`src/rtl/instr_fetch_unit.sv`:
```
// ---------------------------------------------------------------------------
// instr_fetch_unit
//   Fetch stage in front of the main decoder. Owns the fetch PC, issues
//   word reads to instruction memory over a req/ack handshake, and holds the
//   fetched word in an instruction register presented downstream through a
//   valid/ready handshake (instr[31:26] is the decoder Op). Redirects from the
//   datapath (taken branches, jumps) override everything and squash any
//   wrong-path fetch still in flight.
//
// Ports
//   clk            rising-edge clock
//   reset_n        synchronous reset, active low
//   imem_req       read request, high exactly while a read is outstanding
//   imem_addr      word-aligned read address, stable while imem_req is high
//   imem_ack       read complete, imem_rdata valid this cycle
//   imem_rdata     read data
//   instr_valid    instr/instr_pc hold a valid instruction
//   instr_ready    decode accepts the instruction this cycle
//   instr          instruction register
//   instr_pc       address of instr
//   pc_plus4       instr_pc + 4
//   redirect_valid one-cycle redirect pulse
//   redirect_pc    redirect target, bits [1:0] forced to zero
// ---------------------------------------------------------------------------
module instr_fetch_unit #(
  parameter logic [31:0] RESET_PC = 32'h0000_0000
) (
  input  logic        clk,
  input  logic        reset_n,
  output logic        imem_req,
  output logic [31:0] imem_addr,
  input  logic        imem_ack,
  input  logic [31:0] imem_rdata,
  output logic        instr_valid,
  input  logic        instr_ready,
  output logic [31:0] instr,
  output logic [31:0] instr_pc,
  output logic [31:0] pc_plus4,
  input  logic        redirect_valid,
  input  logic [31:0] redirect_pc
);

  localparam logic [1:0] ST_FETCH = 2'd0;
  localparam logic [1:0] ST_WAIT  = 2'd1;
  localparam logic [1:0] ST_HOLD  = 2'd2;
  localparam logic [1:0] ST_DROP  = 2'd3;

  logic [1:0]  state_q,       state_d;
  logic [31:0] fetch_pc_q,    fetch_pc_d;
  logic        imem_req_q,    imem_req_d;
  logic [31:0] imem_addr_q,   imem_addr_d;
  logic        instr_valid_q, instr_valid_d;
  logic [31:0] instr_q,       instr_d;
  logic [31:0] instr_pc_q,    instr_pc_d;
  logic [31:0] pc_plus4_q,    pc_plus4_d;

  logic [31:0] redirect_tgt_s;
  logic [31:0] addr_plus4_s;
  logic        redirect_lsb_unused;

  // Redirect targets are always word aligned; the low bits are dropped.
  assign redirect_tgt_s      = {redirect_pc[31:2], 2'b00};
  assign redirect_lsb_unused = ^redirect_pc[1:0];
  // Modulo-2^32 increment: 32'hFFFF_FFFC wraps to 0.
  assign addr_plus4_s        = imem_addr_q + 32'd4;

  // Next-state and datapath update; a redirect takes priority in every state.
  always_comb begin
    state_d       = state_q;
    fetch_pc_d    = fetch_pc_q;
    imem_addr_d   = imem_addr_q;
    instr_valid_d = instr_valid_q;
    instr_d       = instr_q;
    instr_pc_d    = instr_pc_q;
    pc_plus4_d    = pc_plus4_q;

    case (state_q)
      ST_FETCH: begin
        if (redirect_valid) begin
          fetch_pc_d = redirect_tgt_s;
        end else begin
          imem_addr_d = fetch_pc_q;
          state_d     = ST_WAIT;
        end
      end
      ST_WAIT: begin
        if (redirect_valid) begin
          // An acked read is simply discarded; an outstanding one must still
          // complete on the old address, so its data is dropped later.
          fetch_pc_d = redirect_tgt_s;
          state_d    = imem_ack ? ST_FETCH : ST_DROP;
        end else if (imem_ack) begin
          instr_d       = imem_rdata;
          instr_pc_d    = imem_addr_q;
          pc_plus4_d    = addr_plus4_s;
          fetch_pc_d    = addr_plus4_s;
          instr_valid_d = 1'b1;
          state_d       = ST_HOLD;
        end else begin
          state_d = ST_WAIT;
        end
      end
      ST_HOLD: begin
        if (redirect_valid) begin
          // Flush even if decode is accepting this cycle.
          instr_valid_d = 1'b0;
          fetch_pc_d    = redirect_tgt_s;
          state_d       = ST_FETCH;
        end else if (instr_ready) begin
          instr_valid_d = 1'b0;
          state_d       = ST_FETCH;
        end else begin
          state_d = ST_HOLD;
        end
      end
      ST_DROP: begin
        if (redirect_valid) begin
          fetch_pc_d = redirect_tgt_s;
        end else begin
          fetch_pc_d = fetch_pc_q;
        end
        if (imem_ack) begin
          state_d = ST_FETCH;
        end else begin
          state_d = ST_DROP;
        end
      end
      default: begin
        instr_valid_d = 1'b0;
        state_d       = ST_FETCH;
      end
    endcase
  end

  // The request is a registered decode of the next state (WAIT or DROP).
  always_comb begin
    imem_req_d = (state_d == ST_WAIT) || (state_d == ST_DROP);
  end

  // State registers with synchronous active-low reset.
  always_ff @(posedge clk) begin
    if (!reset_n) begin
      state_q       <= ST_FETCH;
      fetch_pc_q    <= RESET_PC;
      imem_req_q    <= 1'b0;
      imem_addr_q   <= RESET_PC;
      instr_valid_q <= 1'b0;
      instr_q       <= 32'h0000_0000;
      instr_pc_q    <= 32'h0000_0000;
      pc_plus4_q    <= 32'h0000_0004;
    end else begin
      state_q       <= state_d;
      fetch_pc_q    <= fetch_pc_d;
      imem_req_q    <= imem_req_d;
      imem_addr_q   <= imem_addr_d;
      instr_valid_q <= instr_valid_d;
      instr_q       <= instr_d;
      instr_pc_q    <= instr_pc_d;
      pc_plus4_q    <= pc_plus4_d;
    end
  end

  assign imem_req    = imem_req_q;
  assign imem_addr   = imem_addr_q;
  assign instr_valid = instr_valid_q;
  assign instr       = instr_q;
  assign instr_pc    = instr_pc_q;
  assign pc_plus4    = pc_plus4_q;

endmodule
```
`config.mk`:
```
export PLATFORM = sky130hd
export DESIGN_NAME = instr_fetch_unit
export DESIGN_NICKNAME = d
export VERILOG_FILES = /design/src/rtl/instr_fetch_unit.sv
export SDC_FILE = /design/constraint.sdc
export NUM_CORES = 1
export LEC_CHECK = 0
export ABC_AREA = 1
export BUFFER_PORTS_ARGS = -buffer_cell sky130_fd_sc_hd__buf_2
export CAP_MARGIN = 20
export CORE_AREA = 5 5 117 119
export DETAILED_ROUTE_END_ITERATION = 8
export DIE_AREA = 0 0 122 124
export GPL_TIMING_DRIVEN = 1
export PLACE_DENSITY = 0.81
export SETUP_SLACK_MARGIN = 0.5
export SYNTH_ARGS = -nofsm -noshare
export SYNTH_HDL_FRONTEND = slang
export SYNTH_SLANG_ARGS = --single-unit
```
`constraint.sdc`:
```
create_clock -name clk -period 3.15 [get_ports clk]
set_clock_uncertainty 0.05 [all_clocks]
set_input_delay 0.63 -clock clk [delete_from_list [all_inputs] [get_ports clk]]
set_output_delay 0.63 -clock clk [all_outputs]
set_load 0.005 [all_outputs]
```
==> impl_metrics.py, run 1 <==
metrics = {
    "pwr": {
        "finalPower_mw": 5.00,
        "vdd_ir_drop_max_v": 0.000330,
        "power_density_nw_per_um2": 590,
        "p_leak_nw": 3.83,
    },
    "critical_path": {
        "critPathArrivalTime_ns": 2.38,
        "critical_path.startpoint": "imem_addr[3]",
        "critPathMaxFanout": 6,
        "crit_chain": "ha_1, nand2_1, nor2_2, nand2_1, o21ai_0, nand3_1, o211ai_1, inv_1",
        "crit_required_ns": 3.41,
        "r2r_start": "imem_addr[3]",
        "critPathCapture": "pc_plus4[18]",
        "slowest_stage": "dfxtp_1",
        "end_kind": "flop",
        "reg2reg_to": "pc_plus4[18]",
        "rrSetupSlack_ns": 1.03,
        "max_stage_delay_ns": 0.47,
        "path_common_cell": "nand2_1",
        "start_kind": "flop",
        "critical_path_class": "reg -> reg",
        "reg2reg_depth": 8,
    },
    "synth": {
        "synth_simple_gate_area_share": 0.218,
        "synthTopCellsByCount": "nand2_1, dfxtp_1, a21oi_1, o21ai_0, inv_1",
        "synth_edf_count": 0,
        "synth_area_leader_cell": "dfxtp_1",
        "netlist_area_um2": 6790,
        "synth_top_area_frac": 0.478,
        "synth-main-ff-cell": "dfxtp_1",
        "synth_seq_area_share": 0.478,
        "synth_top_family_by_area": "simple AND/OR/NAND/NOR gates",
        "synth-seq-cells": 162,
        "synth_compound_area_frac": 0.208,
        "synth_area_leaders": "dfxtp_1, nand2_1, a21oi_1",
        "ys_types": 28,
        "async_reset_ff_frac": 0,
        "synthAdderAreaFrac": 0.00737,
        "synth_warnings": 0,
        "synth_nets": 988,
        "synthXorXnorAreaFrac": 0.00903,
        "syn_avg_cell_area_um2": 7.42,
        "synth_most_common_cell": "nand2_1",
        "synthCells": 915,
        "synth_mux_area_frac": 0,
    },
    "detailed_routing": {
        "top_layer_used": "met4",
        "drc": 0,
        "final_antenna_net_count": 0,
        "drt-met1-wl_um": 8400,
        "wire_per_inst_um": 15.4,
        "postRouteWirelength_um": 19500,
        "via_per_inst": 5.33,
        "met3_length_um": 1390,
        "vias": 6754,
        "drt-initial-drc-count": 622,
        "dr.pass1.iters": 5,
        "routed-wl-met2_um": 9200,
    },
    "sta": {
        "period_share": 0.671,
        "worst_pin_slew_ns": 0.972,
        "setup_viol": 0,
        "tns_ns": 0,
        "min_period_ns": 2.12,
        "max_freq_ghz": 0.473,
        "max_slew_margin": 0.352,
        "hold_viol_final": 0,
        "slew_viol_final": 0,
        "grt_setup_unrepaired": "false",
    },
    "flow_run": {
        "drv_cap": 0,
    },
    "floorplan": {
        "die_y_um": 124,
        "rows": 41,
        "io-pin-count": 199,
        "start_util": 0.545,
        "dieWidth_um": 122,
        "coreArea_um2": 12500,
        "die-area_um2": 15100,
    },
    "clocking": {
        "postCtsSetupBuffers": 0,
        "cts_resized": 0,
        "clk_latency_ns": 0.42,
        "cts_buffer_depth": 2,
        "cts.sinks": 162,
        "htreeDepth": 4,
        "path_clk_slew_ns": 0.06,
        "cts_tree": "yes",
        "cts_root_buffer": "clkbuf_16",
        "postCtsHoldBufs": 0,
        "cts_made_buffers": 17,
    },
    "final_layout": {
        "final_util": 0.679,
        "area_growth_syn_to_layout_pct": 24.6,
        "layout-drive-gt1-share": 0.247,
        "fin_nets": 1155,
    },
    "place": {
        "port_buffers": 196,
        "gp_congestion": 0.913,
        "place.detailed.hpwl_um": 13600,
    },
    "grt": {
        "antenna_found_initial": 0,
        "track_usage": 0.257,
        "grt_max_degree": 114,
        "first_global_vias": 6184,
        "grt_pass1_wl_um": 30600,
        "overflow": 0,
    },
    "outcome": {
        "outcome": "complete, no violations",
    },
    "hold_path": {
        "hold_path_class": "in -> reg",
    },
}
-- sequential cells by signal (all words and copies together) (netlist names) --
register,cells
fetch_pc_q,32
imem_addr,32
imem_req,1
instr,32
instr_pc,32
instr_valid,1
pc_plus4,30
state_q,2
-- critical path: cells and delay by family, from the launching register on --
| family | cells | cell delay [ns] |
|---|---|---|
| DFF | 1 | 0.47 |
| AOI/OAI and AO/OA | 2 | 0.39 |
| buffers and inverters | 1 | 0.05 |
| and+or+nand+nor | 4 | 0.78 |
| adders and majority gates | 1 | 0.26 |
-- logic make-up (layout without fill, tap and decap cells) --
logic type,Yosys count,in the layout
AO/OA/AOI/OAI,266,266
XOR/XNOR,7,7
adder cells (fa/ha/maj),4,4
buffers and inverters,128,308
flip-flops,162,162
other,0,1
AND/OR/NAND/NOR,348,348
-- metal layers --
layer	up-vias	global-route usage
met3	43	0.0527
met4	0	0.120
li1	3354	-
met5	-	0
met1	3074	0.346
met2	283	0.397
-- per-stage QoR --
step                area [um2]  hold slack, ns  std cells  worst slack [ns]
CTS                       8460           0.388       1267              1.08
detailed placement        7830           0.391       1235             0.702
global route              8460           0.394       1267             0.892
finish                    8460           0.403       1268              1.03
global placement          7830           0.385       1235             0.718
floorplan                 6790           0.386        915              1.09
-- worst min-delay path by stage --
stage,from,endpoint,cells after the start
after floorplan,fetch_pc_q[0],fetch_pc_q[0],2
after global placement,pc_plus4[2],pc_plus4[2],2
after detailed placement,pc_plus4[2],pc_plus4[2],2
after CTS,redirect_pc[4],fetch_pc_q[4],3
after global routing,imem_rdata[10],instr[10],3
final,redirect_pc[4],fetch_pc_q[4],3
-- area by class of cell --
class	count	area, um2
well taps	172	215
clock buffers	21	470
diodes	1	2.50
flip-flops and latches	162	3240
multi-input cells	625	3000
clock inverters	11	158
fillers	1080	4000
inverters	70	265
repair buffers	206	1110
-- cells in the final DEF (no fill, tap or decap), drive strengths merged --
| cell type | instances |
|---|---|
| ha | 4 |
| nand3 | 56 |
| inv | 70 |
| o21ai | 107 |
| o22ai | 4 |
| a31oi | 3 |
| xor2 | 7 |
| nand4 | 2 |
| o21a | 3 |
| or2 | 15 |
| buf | 206 |
| clkinv | 6 |
| dfxtp | 162 |
| diode | 1 |
| nand2 | 206 |
| nand3b | 2 |
| a211oi | 1 |
| a21oi | 123 |
| o211ai | 25 |
| clkbuf | 21 |
| bufinv | 4 |
| nor2 | 67 |
| clkinvlp | 1 |
-- report_power, final --
part           internal (mW)  total, mW  switching [mW]  leakage [nW]
logic                  0.208      0.533           0.324          2.19
clock network           1.38       2.18           0.804         0.312
registers               2.18       2.28           0.101          1.33
Note: power is estimated with default switching activity, not from simulation.
==> run 2: changes to the inputs <==
--- a/config.mk
+++ b/config.mk
@@ -8,11 +8,11 @@
 export ABC_AREA = 1
 export BUFFER_PORTS_ARGS = -buffer_cell sky130_fd_sc_hd__buf_2
 export CAP_MARGIN = 20
-export CORE_AREA = 5 5 117 119
+export CORE_AREA = 5 5 127 129
 export DETAILED_ROUTE_END_ITERATION = 8
-export DIE_AREA = 0 0 122 124
+export DIE_AREA = 0 0 132 134
 export GPL_TIMING_DRIVEN = 1
-export PLACE_DENSITY = 0.81
+export PLACE_DENSITY = 0.72
 export SETUP_SLACK_MARGIN = 0.5
 export SYNTH_ARGS = -nofsm -noshare
 export SYNTH_HDL_FRONTEND = slang
==> constraint.sdc (replaced) <==
create_clock -name clk -period 1.87 [get_ports clk]
set_clock_uncertainty 0.05 [all_clocks]
set_input_delay 0.374 -clock clk [delete_from_list [all_inputs] [get_ports clk]]
set_output_delay 0.374 -clock clk [all_outputs]
set_load 0.005 [all_outputs]
==> impl_metrics.py, run 2 (synthesized netlist as in run 1, its figures left out) <==
metrics = {
    "critical_path": {
        "crit_required_ns": 2.14,
        "critical_path_class": "reg -> reg",
        "critPathArrivalTime_ns": 1.90,
        "reg2reg_depth": 8,
        "start_kind": "flop",
        "critPathMaxFanout": 4,
        "end_kind": "flop",
    },
    "final_layout": {
        "layout-drive-gt1-share": 0.423,
        "antenna_cells": 0,
        "fillers": 1184,
        "seq_area_um2": 3340,
        "multi_input_area_um2": 3630,
        "layout_commonest_cell": "buf_2",
        "final_util": 0.689,
        "mostFrequentLayoutCells": "buf_2, nand2_1, dfxtp_1",
        "fin_nets": 1223,
        "area_growth_syn_to_layout_pct": 51.3,
    },
    "sta": {
        "min_period_ns": 1.62,
        "finalHoldWorstSlack_ns": 0.135,
        "hold_viol_final": 0,
        "tns_ns": 0,
        "grt_setup_unrepaired": "true",
        "slew_viol_final": 0,
        "setup_ws_ns": 0.246,
        "period_share": 0.868,
        "max_slew_margin": 0.709,
        "setup_viol": 0,
        "worst_pin_slew_ns": 0.437,
        "max_freq_ghz": 0.616,
    },
    "pwr": {
        "p_leak_nw": 4.56,
        "power_density_nw_per_um2": 864,
        "finalPower_mw": 8.88,
        "vdd_ir_drop_max_v": 0.000650,
    },
    "clocking": {
        "cts.sinks": 162,
        "cts_buffer_depth": 2,
        "cts_root_buffer": "clkbuf_16",
        "path_clk_slew_ns": 0.07,
        "htreeDepth": 4,
        "cts_made_buffers": 17,
        "clk_latency_ns": 0.43,
        "cts_tree": "yes",
        "postCtsHoldBufs": 0,
    },
    "floorplan": {
        "start_util": 0.455,
        "rows": 45,
        "die_y_um": 134,
        "io-pin-count": 199,
        "dieWidth_um": 132,
        "die-area_um2": 17700,
        "coreArea_um2": 14900,
    },
    "grt": {
        "first_global_vias": 6522,
        "antenna_found_initial": 0,
        "track_usage": 0.238,
        "grt_max_degree": 114,
        "overflow": 0,
        "grt_pass1_wl_um": 33900,
    },
    "detailed_routing": {
        "final_antenna_net_count": 0,
        "postRouteWirelength_um": 25400,
        "vias": 7485,
        "wire_per_inst_um": 18.8,
        "via_per_inst": 5.54,
        "drc": 0,
        "drt-initial-drc-count": 842,
        "dr.pass1.iters": 5,
    },
    "flow_run": {
        "drv_cap": 0,
    },
    "place": {
        "gp_congestion": 0.906,
        "dp_slack_ns": 0.0843,
        "port_buffers": 196,
        "place.detailed.hpwl_um": 14200,
    },
    "outcome": {
        "outcome": "complete, no violations",
    },
    "hold_path": {
        "hold_path_class": "in -> reg",
        "hold_depth": 3,
    },
}
run 2: cell count changes in the layout (fill, tap and decap cells not counted), sizes merged:
cell	previous run	this run
clkbuf	21	33
diode	1	0
clkinvlp	1	3
buf	206	263
inv	70	68
bufinv	4	3
run 2: layout make-up:
type                       count  share of cell area
inverter                      70              0.0313
multi-input combinational    625               0.353
clock inverter                10              0.0129
timing repair buffer         274               0.209
sequential                   162               0.325
tap                          188              0.0229
clock buffer                  22              0.0452
run 2: worst max-delay path: stages (launching register included):
cell      delay [ns]
dfxtp_2         0.35
buf_6           0.11
nand2_2         0.07
nor2_4          0.19
nand3b_1        0.26
o21ai_2         0.22
nand3_1         0.09
o211ai_1        0.11
inv_1           0.06
run 2: where the power goes:
group	switching (mW)	leakage, nW	internal [mW]
clock network	1.41	0.286	2.16
registers	0.188	1.35	3.68
logic	0.777	2.93	0.667
run 2: metrics by stage:
stage                     area, um2  std cells
after global routing          10300       1351
after CTS                      9300       1320
final                         10300       1351
after detailed placement       8050       1266
after floorplan                6900        915
after global placement         8050       1266
run 2: path summary, 6_finish.rpt:
path,slack (ns),start,endpoint
max reg2reg,0.25,imem_addr[3],pc_plus4[19]
min,0.13,imem_rdata[15],instr[15]
min reg2reg,0.41,instr[5],instr[5]
max,0.25,imem_addr[3],pc_plus4[19]
run 2: what timing repair did:
action                     CTS  global route
setup endpoints to repair  138           144
gates cloned                 3            12
pin swaps                   22            48
hold endpoints to repair     0             0
resized for setup          144           154
buffers inserted            19            19
run 2: routing by layer:
| metal | global-route usage | part of all wire | vias up |
|---|---|---|---|
| met5 | 0 | 0 | - |
| met4 | 0.0880 | 0.044 | 0 |
| met3 | 0.0548 | 0.082 | 89 |
| met2 | 0.392 | 0.47 | 396 |
| met1 | 0.304 | 0.40 | 3500 |
| li1 | - | - | 3500 |
==> run 3: changes to the inputs <==
--- a/config.mk
+++ b/config.mk
@@ -8,11 +8,13 @@
 export ABC_AREA = 1
 export BUFFER_PORTS_ARGS = -buffer_cell sky130_fd_sc_hd__buf_2
 export CAP_MARGIN = 20
-export CORE_AREA = 5 5 127 129
+export CORE_AREA = 5 5 117 119
 export DETAILED_ROUTE_END_ITERATION = 8
-export DIE_AREA = 0 0 132 134
+export DIE_AREA = 0 0 122 124
 export GPL_TIMING_DRIVEN = 1
-export PLACE_DENSITY = 0.72
+export HOLD_SLACK_MARGIN = 0.03
+export PLACE_DENSITY = 0.81
+export RECOVER_POWER = 25
 export SETUP_SLACK_MARGIN = 0.5
 export SYNTH_ARGS = -nofsm -noshare
 export SYNTH_HDL_FRONTEND = slang
==> constraint.sdc (replaced) <==
create_clock -name clk -period 2.1 [get_ports clk]
set_clock_uncertainty 0.05 [all_clocks]
set_input_delay 0.42 -clock clk [delete_from_list [all_inputs] [get_ports clk]]
set_output_delay 0.42 -clock clk [all_outputs]
set_load 0.005 [all_outputs]
==> impl_metrics.py, run 3 (synthesized netlist as in run 1, its figures left out) <==
metrics = {
    "place": {
        "place.detailed.hpwl_um": 13800,
        "gp_congestion": 0.900,
        "port_buffers": 196,
        "placedCellCount": 1243,
    },
    "hold_path": {
        "hold_path_class": "in -> reg",
    },
    "detailed_routing": {
        "dr.pass1.iters": 6,
        "final_antenna_net_count": 0,
        "via_per_inst": 5.39,
        "postRouteWirelength_um": 20300,
        "drc": 0,
        "vias": 6919,
        "drt-initial-drc-count": 728,
        "wire_per_inst_um": 15.9,
    },
    "sta": {
        "setup_viol": 0,
        "worst_pin_slew_ns": 0.419,
        "slew_viol_final": 0,
        "max_freq_ghz": 0.621,
        "hold_viol_final": 0,
        "period_share": 0.766,
        "tns_ns": 0,
        "finalHoldWorstSlack_ns": 0.186,
        "min_period_ns": 1.61,
        "grt_setup_unrepaired": "true",
        "max_slew_margin": 0.721,
    },
    "critical_path": {
        "cp_num_buf_inv": 3,
        "start_kind": "flop",
        "crit_chain": "buf_6, buf_12, buf_2",
        "crit_required_ns": 1.63,
        "max_stage_delay_ns": 0.35,
        "end_kind": "output port",
        "critPathArrivalTime_ns": 1.14,
        "critPathMaxFanout": 3,
        "critPathTopFamily": "buffers and inverters",
        "slowest_stage": "dfxtp_4",
        "critical_path_class": "reg -> out",
    },
    "pwr": {
        "power_density_nw_per_um2": 814,
        "p_comb_frac": 0.123,
        "sequentialPowerShare": 0.477,
        "p_int_mw": 5.31,
        "p_leak_nw": 3.78,
        "clock_power_share": 0.401,
        "sw_frac_of_total": 0.262,
        "vdd_ir_drop_max_v": 0.000538,
        "switching_power_mw": 1.88,
    },
    "floorplan": {
        "die-area_um2": 15100,
        "start_util": 0.545,
        "coreArea_um2": 12500,
        "dieWidth_um": 122,
        "rows": 41,
        "io-pin-count": 199,
        "die_y_um": 124,
    },
    "final_layout": {
        "final_cells": 1283,
        "layout_commonest_cell": "nand2_1",
        "layout-drive-gt1-share": 0.275,
        "antenna_cells": 0,
        "fillers": 1087,
        "fin_nets": 1171,
        "mostFrequentLayoutCells": "nand2_1, buf_2, dfxtp_1",
        "area_growth_syn_to_layout_pct": 30.0,
    },
    "clocking": {
        "path_clk_slew_ns": 0.06,
        "cts_made_buffers": 17,
        "cts_buffer_depth": 2,
        "htreeDepth": 4,
        "cts_root_buffer": "clkbuf_16",
        "cts.sinks": 162,
        "cts_tree": "yes",
        "clk_latency_ns": 0.42,
    },
    "grt": {
        "first_global_vias": 6171,
        "grt_max_degree": 114,
        "overflow": 0,
        "grt_pass1_wl_um": 30300,
        "antenna_found_initial": 0,
        "track_usage": 0.254,
    },
    "flow_run": {
        "drv_cap": 0,
    },
    "outcome": {
        "outcome": "complete, no violations",
    },
}
==> run 3: changes by cell type in the layout (fill, tap and decap cells not counted), moves of 12 or more <==
cell,change
nand2_1,+31
buf_6,-32
nand3_1,+15
o21ai_0,+18
clkbuf_1,+43
dfxtp_4,-16
nor2_4,-12
o21ai_1,-13
buf_4,-23
nand2_2,-18
nand3_2,-14
buf_2,-26
dfxtp_1,+16
==> run 3: worst paths after layout <==
check	start	to	slack, ns	depth (start not counted)
max	imem_addr[3]	imem_addr[3]	0.49	3
min	imem_rdata[2]	instr[2]	0.19	3
max reg2reg	imem_addr[2]	pc_plus4[30]	0.52	10
min reg2reg	fetch_pc_q[0]	fetch_pc_q[0]	0.41	2
==> run 3: power by group through the flow <==
stage          Sequential, mW  Combinational [mW]  Clock, mW
2_1_floorplan            3.46               0.486          0
3_3_place_gp             3.47               0.814          0
3_5_place_dp             3.47               0.830          0
4_1_cts                  3.41               0.841       2.91
5_1_grt                  3.45               0.977       3.07
6_report                 3.43               0.883       2.88
==> run 3: worst min-delay path: stages <==
cell and delay (ns):
buf_2 0.09, nand2_1 0.05, a21oi_1 0.05
==> run 3: timing repair <==
action	4_1_cts	5_1_grt
pin swaps	4	8
setup endpoints to repair	33	67
hold buffers	0	0
resized for setup	23	74
cloned	0	2
setup buffers	2	4
==> run 3: area by class of cell <==
class,instances,area [um2],share of cell area
timing repair buffer,222,1290,0.146
clock buffer,21,460,0.0521
tap,172,215,0.0244
inverter,70,285,0.0323
clock inverter,11,87.6,0.00992
sequential,162,3280,0.372
multi-input combinational,625,3210,0.363
==> run 3: metrics by stage <==
step | utilization | setup WS [ns] | instance area (um2) | power [mW]
3_3_place_gp | 0.640 | 0.239 | 7980 | 4.28
3_5_place_dp | 0.640 | 0.191 | 7980 | 4.30
6_report | 0.709 | 0.491 | 8830 | 7.19
5_1_grt | 0.709 | 0.412 | 8830 | 7.50
2_1_floorplan | - | 0.491 | 6870 | 3.94
4_1_cts | 0.688 | 0.508 | 8580 | 7.16
==> run 3: metal layers <==
layer  track usage  routed length, um  vias up
li1              -                  -     3397
met1         0.342               8460     3160
met2         0.396               9760      308
met3        0.0545               1570       54
met4         0.109                549        0
met5             0                  0        -
